$ cat src/rtl/axi_pkg.sv
// axi_pkg: AXI response codes and the axi_lite_master state encoding.
// S_DRAIN exists only when AXI_LITE_MASTER_TIMEOUT_EN is defined.
package axi_pkg;

    typedef enum logic [1:0] {
        OKAY   = 2'b00,
        EXOKAY = 2'b01,
        SLVERR = 2'b10,
        DECERR = 2'b11
    } resp_t;

    typedef logic [2:0] mstate_t;

    localparam mstate_t S_IDLE  = 3'd0;
    localparam mstate_t S_WRITE = 3'd1;
    localparam mstate_t S_WRESP = 3'd2;
    localparam mstate_t S_RADDR = 3'd3;
    localparam mstate_t S_RDATA = 3'd4;
    localparam mstate_t S_RESP  = 3'd5;
`ifdef AXI_LITE_MASTER_TIMEOUT_EN
    localparam mstate_t S_DRAIN = 3'd6;
`endif

endpackage

$ cat src/rtl/axi_intf.sv
// axi_intf: AXI4-Lite channel bundle with an initiator-side modport.
interface axi_intf
    import axi_pkg::*;
#(
    parameter int ADDR_WIDTH = 32,
    parameter int DATA_WIDTH = 32
);
    logic                    aclk;
    logic                    aresetn;
    logic                    awvalid;
    logic                    awready;
    logic [ADDR_WIDTH-1:0]   awaddr;
    logic [2:0]              awprot;
    logic                    wvalid;
    logic                    wready;
    logic [DATA_WIDTH-1:0]   wdata;
    logic [DATA_WIDTH/8-1:0] wstrb;
    logic                    bvalid;
    logic                    bready;
    resp_t                   bresp;
    logic                    arvalid;
    logic                    arready;
    logic [ADDR_WIDTH-1:0]   araddr;
    logic [2:0]              arprot;
    logic                    rvalid;
    logic                    rready;
    logic [DATA_WIDTH-1:0]   rdata;
    resp_t                   rresp;

    modport master (
        output aclk, aresetn,
        output awvalid, awaddr, awprot,
        output wvalid, wdata, wstrb,
        output bready,
        output arvalid, araddr, arprot,
        output rready,
        input  awready, wready, bvalid, bresp, arready, rvalid, rdata, rresp
    );
endinterface

$ cat src/rtl/axi_lite_master.sv
// axi_lite_master: turns one outstanding CPU load/store into an AXI4-Lite transaction.
// Define AXI_LITE_MASTER_TIMEOUT_EN to add a watchdog that forces an error response and drains the bus.
module axi_lite_master
    import axi_pkg::*;
#(
    parameter int ADDR_WIDTH     = 32,
    parameter int DATA_WIDTH     = 32,
    parameter int TIMEOUT_CYCLES = 255
) (
    input  logic                    aclk,
    input  logic                    aresetn,
    input  logic                    req_valid,
    output logic                    req_ready,
    input  logic                    req_we,
    input  logic [ADDR_WIDTH-1:0]   req_addr,
    input  logic [DATA_WIDTH-1:0]   req_wdata,
    input  logic [DATA_WIDTH/8-1:0] req_wstrb,
    output logic                    rsp_valid,
    output logic [DATA_WIDTH-1:0]   rsp_rdata,
    output logic                    rsp_err,
    axi_intf.master                 axi
);

    mstate_t                 state_q, state_d;
    logic                    we_q, we_d;
    logic [ADDR_WIDTH-1:0]   addr_q, addr_d;
    logic [DATA_WIDTH-1:0]   wdata_q, wdata_d;
    logic [DATA_WIDTH/8-1:0] wstrb_q, wstrb_d;
    logic                    aw_done_q, aw_done_d;
    logic                    w_done_q, w_done_d;
    logic                    rsp_err_q, rsp_err_d;
    logic [DATA_WIDTH-1:0]   rsp_rdata_q, rsp_rdata_d;
    logic                    draining;

`ifdef AXI_LITE_MASTER_TIMEOUT_EN
    localparam int CW = $clog2(TIMEOUT_CYCLES + 1) > 8 ? $clog2(TIMEOUT_CYCLES + 1) : 8;
    localparam logic [CW-1:0] TO_LAST = CW'(TIMEOUT_CYCLES - 1);

    logic [CW-1:0] cnt_q, cnt_d;
    logic          ar_done_q, ar_done_d;
    logic          resp_done_q, resp_done_d;
    logic          tmo_q, tmo_d;
    logic          busy;

    // After a timeout, handshakes left open must still be finished so the slave is not stranded
    assign busy        = state_q inside {S_WRITE, S_WRESP, S_RADDR, S_RDATA};
    assign draining    = tmo_q && (state_q == S_RESP || state_q == S_DRAIN);
    assign axi.arvalid = !we_q && !ar_done_q && (state_q == S_RADDR || draining);
    assign axi.bready  = we_q && (state_q == S_WRESP || (draining && !resp_done_q));
    assign axi.rready  = !we_q && (state_q == S_RDATA || (draining && !resp_done_q));
`else
    assign draining    = 1'b0;
    assign axi.arvalid = state_q == S_RADDR;
    assign axi.bready  = state_q == S_WRESP;
    assign axi.rready  = state_q == S_RDATA;
`endif

    assign axi.aclk    = aclk;
    assign axi.aresetn = aresetn;
    assign axi.awvalid = we_q && !aw_done_q && (state_q == S_WRITE || draining);
    assign axi.wvalid  = we_q && !w_done_q && (state_q == S_WRITE || draining);
    assign axi.awaddr  = addr_q;
    assign axi.araddr  = addr_q;
    assign axi.wdata   = wdata_q;
    assign axi.wstrb   = wstrb_q;
    assign axi.awprot  = 3'b000;
    assign axi.arprot  = 3'b000;

    assign req_ready = aresetn && state_q == S_IDLE;
    assign rsp_valid = state_q == S_RESP;
    assign rsp_err   = rsp_err_q;
    assign rsp_rdata = rsp_rdata_q;

    // Next state, request capture and response capture
    always_comb begin
        state_d     = state_q;
        we_d        = we_q;
        addr_d      = addr_q;
        wdata_d     = wdata_q;
        wstrb_d     = wstrb_q;
        aw_done_d   = aw_done_q || (axi.awvalid && axi.awready);
        w_done_d    = w_done_q || (axi.wvalid && axi.wready);
        rsp_err_d   = rsp_err_q;
        rsp_rdata_d = rsp_rdata_q;
`ifdef AXI_LITE_MASTER_TIMEOUT_EN
        ar_done_d   = ar_done_q || (axi.arvalid && axi.arready);
        resp_done_d = resp_done_q || (axi.bvalid && axi.bready) || (axi.rvalid && axi.rready);
        tmo_d       = tmo_q;
`endif
        case (state_q)
            S_IDLE: if (req_valid) begin
                state_d     = req_we ? S_WRITE : S_RADDR;
                we_d        = req_we;
                addr_d      = req_addr;
                wdata_d     = req_wdata;
                wstrb_d     = req_wstrb;
                aw_done_d   = 1'b0;
                w_done_d    = 1'b0;
                rsp_err_d   = 1'b0;
                rsp_rdata_d = '0;
`ifdef AXI_LITE_MASTER_TIMEOUT_EN
                ar_done_d   = 1'b0;
                resp_done_d = 1'b0;
                tmo_d       = 1'b0;
`endif
            end
            S_WRITE: if (aw_done_d && w_done_d) state_d = S_WRESP;
            S_WRESP: if (axi.bvalid) begin
                rsp_err_d = axi.bresp != OKAY;
                state_d   = S_RESP;
            end
            S_RADDR: if (axi.arready) state_d = S_RDATA;
            S_RDATA: if (axi.rvalid) begin
                rsp_rdata_d = axi.rdata;
                rsp_err_d   = axi.rresp != OKAY;
                state_d     = S_RESP;
            end
`ifdef AXI_LITE_MASTER_TIMEOUT_EN
            S_RESP:  state_d = (tmo_q && !resp_done_d) ? S_DRAIN : S_IDLE;
            S_DRAIN: if (resp_done_d) state_d = S_IDLE;
`else
            S_RESP:  state_d = S_IDLE;
`endif
            default: state_d = S_IDLE;
        endcase
`ifdef AXI_LITE_MASTER_TIMEOUT_EN
        if (busy && cnt_q == TO_LAST && state_d == state_q) begin
            state_d     = S_RESP;
            tmo_d       = 1'b1;
            rsp_err_d   = 1'b1;
            rsp_rdata_d = '0;
        end
        cnt_d = (state_d != state_q) ? '0 : (busy ? cnt_q + CW'(1) : cnt_q);
`endif
    end

    // State and datapath registers; reset abandons any transaction in flight
    always_ff @(posedge aclk or negedge aresetn) begin
        if (!aresetn) begin
            state_q     <= S_IDLE;
            we_q        <= 1'b0;
            addr_q      <= '0;
            wdata_q     <= '0;
            wstrb_q     <= '0;
            aw_done_q   <= 1'b0;
            w_done_q    <= 1'b0;
            rsp_err_q   <= 1'b0;
            rsp_rdata_q <= '0;
`ifdef AXI_LITE_MASTER_TIMEOUT_EN
            cnt_q       <= '0;
            ar_done_q   <= 1'b0;
            resp_done_q <= 1'b0;
            tmo_q       <= 1'b0;
`endif
        end else begin
            state_q     <= state_d;
            we_q        <= we_d;
            addr_q      <= addr_d;
            wdata_q     <= wdata_d;
            wstrb_q     <= wstrb_d;
            aw_done_q   <= aw_done_d;
            w_done_q    <= w_done_d;
            rsp_err_q   <= rsp_err_d;
            rsp_rdata_q <= rsp_rdata_d;
`ifdef AXI_LITE_MASTER_TIMEOUT_EN
            cnt_q       <= cnt_d;
            ar_done_q   <= ar_done_d;
            resp_done_q <= resp_done_d;
            tmo_q       <= tmo_d;
`endif
        end
    end

endmodule

$ cat src/flat_wrapper.sv
// flat-port wrapper written by rule: the top's interface ports become plain ports
module axi_lite_master_flat import axi_pkg::*;
#(
    parameter int ADDR_WIDTH     = 32,
    parameter int DATA_WIDTH     = 32,
    parameter int TIMEOUT_CYCLES = 255
)
  (aclk, aresetn, req_valid, req_ready, req_we, req_addr, req_wdata, req_wstrb, rsp_valid, rsp_rdata, rsp_err, axi_aclk, axi_aresetn, axi_awvalid, axi_awaddr, axi_awprot, axi_wvalid, axi_wdata, axi_wstrb, axi_bready, axi_arvalid, axi_araddr, axi_arprot, axi_rready, axi_awready, axi_wready, axi_bvalid, axi_bresp, axi_arready, axi_rvalid, axi_rdata, axi_rresp);
  axi_intf #(.ADDR_WIDTH(ADDR_WIDTH), .DATA_WIDTH(DATA_WIDTH)) axi_i ();
  input  logic aclk;
  input  logic aresetn;
  input  logic req_valid;
  output logic req_ready;
  input  logic req_we;
  input  logic [ADDR_WIDTH-1:0] req_addr;
  input  logic [DATA_WIDTH-1:0] req_wdata;
  input  logic [DATA_WIDTH/8-1:0] req_wstrb;
  output logic rsp_valid;
  output logic [DATA_WIDTH-1:0] rsp_rdata;
  output logic rsp_err;
  output wire logic [$bits(axi_i.aclk)-1:0] axi_aclk;
  output wire logic [$bits(axi_i.aresetn)-1:0] axi_aresetn;
  output wire logic [$bits(axi_i.awvalid)-1:0] axi_awvalid;
  output wire logic [$bits(axi_i.awaddr)-1:0] axi_awaddr;
  output wire logic [$bits(axi_i.awprot)-1:0] axi_awprot;
  output wire logic [$bits(axi_i.wvalid)-1:0] axi_wvalid;
  output wire logic [$bits(axi_i.wdata)-1:0] axi_wdata;
  output wire logic [$bits(axi_i.wstrb)-1:0] axi_wstrb;
  output wire logic [$bits(axi_i.bready)-1:0] axi_bready;
  output wire logic [$bits(axi_i.arvalid)-1:0] axi_arvalid;
  output wire logic [$bits(axi_i.araddr)-1:0] axi_araddr;
  output wire logic [$bits(axi_i.arprot)-1:0] axi_arprot;
  output wire logic [$bits(axi_i.rready)-1:0] axi_rready;
  input wire logic [$bits(axi_i.awready)-1:0] axi_awready;
  input wire logic [$bits(axi_i.wready)-1:0] axi_wready;
  input wire logic [$bits(axi_i.bvalid)-1:0] axi_bvalid;
  input wire logic [$bits(axi_i.bresp)-1:0] axi_bresp;
  input wire logic [$bits(axi_i.arready)-1:0] axi_arready;
  input wire logic [$bits(axi_i.rvalid)-1:0] axi_rvalid;
  input wire logic [$bits(axi_i.rdata)-1:0] axi_rdata;
  input wire logic [$bits(axi_i.rresp)-1:0] axi_rresp;
  assign axi_aclk = axi_i.aclk;
  assign axi_aresetn = axi_i.aresetn;
  assign axi_awvalid = axi_i.awvalid;
  assign axi_awaddr = axi_i.awaddr;
  assign axi_awprot = axi_i.awprot;
  assign axi_wvalid = axi_i.wvalid;
  assign axi_wdata = axi_i.wdata;
  assign axi_wstrb = axi_i.wstrb;
  assign axi_bready = axi_i.bready;
  assign axi_arvalid = axi_i.arvalid;
  assign axi_araddr = axi_i.araddr;
  assign axi_arprot = axi_i.arprot;
  assign axi_rready = axi_i.rready;
  assign axi_i.awready = axi_awready;
  assign axi_i.wready = axi_wready;
  assign axi_i.bvalid = axi_bvalid;
  assign axi_i.bresp = axi_bresp;
  assign axi_i.arready = axi_arready;
  assign axi_i.rvalid = axi_rvalid;
  assign axi_i.rdata = axi_rdata;
  assign axi_i.rresp = axi_rresp;
  axi_lite_master #(.ADDR_WIDTH(ADDR_WIDTH), .DATA_WIDTH(DATA_WIDTH), .TIMEOUT_CYCLES(TIMEOUT_CYCLES)) u_core (.aclk(aclk), .aresetn(aresetn), .req_valid(req_valid), .req_ready(req_ready), .req_we(req_we), .req_addr(req_addr), .req_wdata(req_wdata), .req_wstrb(req_wstrb), .rsp_valid(rsp_valid), .rsp_rdata(rsp_rdata), .rsp_err(rsp_err), .axi(axi_i));
endmodule
$ cat config.mk
export PLATFORM = sky130hd
export DESIGN_NAME = axi_lite_master_flat
export DESIGN_NICKNAME = d
export VERILOG_FILES = /design/src/rtl/axi_pkg.sv /design/src/rtl/axi_intf.sv /design/src/rtl/axi_lite_master.sv /design/src/flat_wrapper.sv
export SDC_FILE = /design/constraint.sdc
export NUM_CORES = 1
export LEC_CHECK = 0
export ABC_CLOCK_PERIOD_IN_PS = 5220
export BUFFER_PORTS_ARGS = -buffer_cell sky130_fd_sc_hd__buf_2
export CAP_MARGIN = 20
export CORE_ASPECT_RATIO = 1.4
export CORE_MARGIN = 3
export CORE_UTILIZATION = 45
export DETAILED_ROUTE_END_ITERATION = 6
export PLACE_DENSITY = 0.83
export SYNTH_ARGS = -nofsm -noshare
export SYNTH_HDL_FRONTEND = slang
export SYNTH_SLANG_ARGS = --single-unit
$ cat constraint.sdc
create_clock -name aclk -period 5.22 [get_ports aclk]
set_clock_uncertainty 0.2 [all_clocks]
set_input_delay 0.783 -clock aclk [delete_from_list [all_inputs] [get_ports aclk]]
set_output_delay 0.783 -clock aclk [all_outputs]
set_load 0.01 [all_outputs]
Yosys cells after proc, flatten, opt, wreduce, memory -nomap -nowiden:

Cells that the tools add are included.

* reduce and logical (&&, ||, !) cells: 21
* multiplexer cells: 18
* equality and inequality tests: 10

Operator list (number)
* 32-bit two-way mux: 2
* 32-bit one-hot mux with 2 select lines: 1
* 3-bit two-way mux: 5
* 3-bit one-hot mux with 5 select lines: 1
* 1-bit logical AND: 8
* 1-bit two-way mux: 7
* 3-bit by 2-bit == test with 1-bit output, second input constant: 2
* 3-bit == test, second input constant: 2
* 2-bit by 1-bit inequality test with 1-bit output, second input constant: 3
* 2-bit nonzero test: 3
* 5-bit AND reduction: 1
* 2-bit inequality test, second input constant: 2
* 4-bit AND reduction: 1
* 3-bit by 1-bit == test with 1-bit output, second input constant: 1
* 3-bit logical NOT: 1
* 1-bit one-hot mux with 3 select lines: 1
* 3-bit AND reduction: 1
* 3-bit nonzero test: 1
* 1-bit logical NOT: 2
* 1-bit logical OR: 2
* 2-bit two-way mux: 1
* 2-bit AND reduction: 1

* output and inout port bits: 148
* bits in registers: 107
* input port bits: 113

Longest topological paths before layout:

* depth after elaboration: 8
* gate-level depth with buffers: 5
* gate-level depth less buffers: 4

==> flow_summary.ini <==
[status]
outcome = finished, final reports clean

[grt]
grt_pass1_wl_um = 15000
grt_remaining_overflow = 0
antenna_found_initial = 0
grt_pass1_vias = 3117
grt_usage = 0.184
grt_max_degree = 74

[critical_path]
rrSetupSlack_ns = 2.88
crit_path_end_kind = output port
startpoint_type = clock port
worstSetupPathType = clock port to output port
worstPathArrival_ns = 2.98
cp_max_fo = 2
crit_required_ns = 4.24

[pwr]
max-vdd-ir-drop_mv = 0.337
p_leak_nw = 3.09
power_density_nw_per_um2 = 658

[logic_synthesis]
synth_common_cells = dfrtp_1, mux2_2, buf_4
synth_top_area_share = 0.612
yosysWarnings = 0
synth_edf_count = 0
ys_async_sr_fraction = 1.00
ys_ff_latch = 107
yosysMostFrequentCell = dfrtp_1
syn_inst = 307
syn_area_um2 = 4380
synth_cell_types = 26
syn_avg_cell_area_um2 = 14.3
synthTopCellsByArea = dfrtp_1, mux2_2, buf_4
synth_ff_type = dfrtp_1
yosysSeqAreaShare = 0.612
yosysTopAreaCell = dfrtp_1

[timing]
timing.slew.headroom = 0.420
rsz0062_at_grt = false
setup_tns_ns = 0
hold_viol = 0
worst_pin_slew_ns = 0.870
finalMaxSlewViolations = 0
final-setup-viol-count = 0

[floorplanning]
io_pins = 261
design.die.area_um2 = 11000
die_w_um = 89.4
num_rows = 42
core_um2 = 9460
initial_core_util = 0.463
die_h_um = 123

[clock_network]
cts_setup_buffers = 0
cts_hold_buf = 0
cts_resized = 0
cts_tree = yes
clk-insertion-delay-late_ns = 0.45
cts.clk_slew.worst_paths_ns = 0.07

[detailed_routing]
first_pass_iters = 4
drt_iter0_drc = 113
avgViaCountPerCell = 4.94
route.detailed.drc = 0
drt.antenna.violating_nets = 0
wl_per_cell_um = 15.9
num_vias = 3179
wl_um = 10300

[finish]
layout-drive-gt1-share = 0.655
final_core_util = 0.616
syn2layout_area_growth_pct = 33.2
regArea_um2 = 2680
multi_input_area_um2 = 1330
diodes = 0
nets = 642
n_fill_cell = 782

[min_path]
worst_hold_path_type = input port to asynchronous set/reset pin

[flow_run]
maxCapViolCount = 0

[placement]
numPortBuffers = 254
dp_hpwl_um = 7930
gp_congestion = 0.720
state kept, by name, summed over array words and instances, names as in the netlist:
register / cells
u_core.axi.araddr: 32
u_core.rsp_err: 1
u_core.state_q: 3
u_core.aw_done_q: 1
u_core.w_done_q: 1
u_core.we_q: 1
u_core.rsp_rdata: 32
u_core.axi.wdata: 32
u_core.axi.wstrb: 4
path summary, 6_finish.rpt:
check / depth (start not counted) / endpoint / from
hold reg to reg: 1 / u_core.rsp_rdata[1] / u_core.rsp_rdata[1]
max in group asynchronous: 2 / u_core.axi.wdata[12] / aresetn
setup reg to reg: 3 / u_core.axi.araddr[10] / u_core.state_q[0]
min in group aclk: 1 / u_core.rsp_rdata[1] / u_core.rsp_rdata[1]
setup / recovery: 3 / axi_aclk / aclk
hold / removal: 1 / u_core.axi.araddr[23] / aresetn
metal layers:
layer,GRT usage,up-vias,share of wire
met2,0.326,166,0.54
met5,0,-,0
met3,0.0517,11,0.084
met1,0.203,1525,0.36
met4,0.0764,0,0.014
li1,-,1477,-
cell type report:
type                            instances  area share
Clock buffer                           17      0.0584
Clock inverter                          3     0.00386
Inverter                                3     0.00193
Multi-Input combinational cell        147       0.228
Sequential cell                       107       0.459
Tap cell                              110      0.0236
Timing Repair Buffer                  257       0.225
critical path, stage by stage:
cell,delay [ns]
clkbuf_16,0.12
clkbuf_16,0.12
buf_2,0.13
cells in the final DEF, fill, tap and decap left out, types with 6 or more instances in the layout:
| master | instances |
|---|---|
| a21oi_1 | 6 |
| a22o_1 | 32 |
| buf_2 | 253 |
| clkbuf_16 | 12 |
| conb_1 | 6 |
| dfrtp_1 | 107 |
| mux2_2 | 69 |
| nor2_1 | 10 |
cells by family after synthesis:
logic type	share of synthesized area
muxes	0.181
and+or+nand+nor	0.0366
AOI/OAI and AO/OA	0.0783
DFF	0.612
buffers and inverters	0.0915
other	0.000857
power breakdown:
group,internal (mW),switching [mW],leakage (nW)
clock,0.452,0.302,0.169
sequential,1.24,0.270,1.32
combinational,0.801,0.768,1.60
total,2.50,1.34,3.09
metrics by stage:
stage	power, mW	area, um^2	hold WS (ns)	setup slack [ns]	instances
floorplan	2.58	4400	0.285	1.51	312
global placement	3.06	5440	0.277	1.51	623
detailed placement	3.13	5440	0.277	1.51	623
CTS	3.88	5800	0.0933	1.26	642
global route	4.11	5830	0.108	1.25	644
finish	3.84	5830	0.0830	1.26	644
No activity file was read; power rests on OpenSTA's default activity.
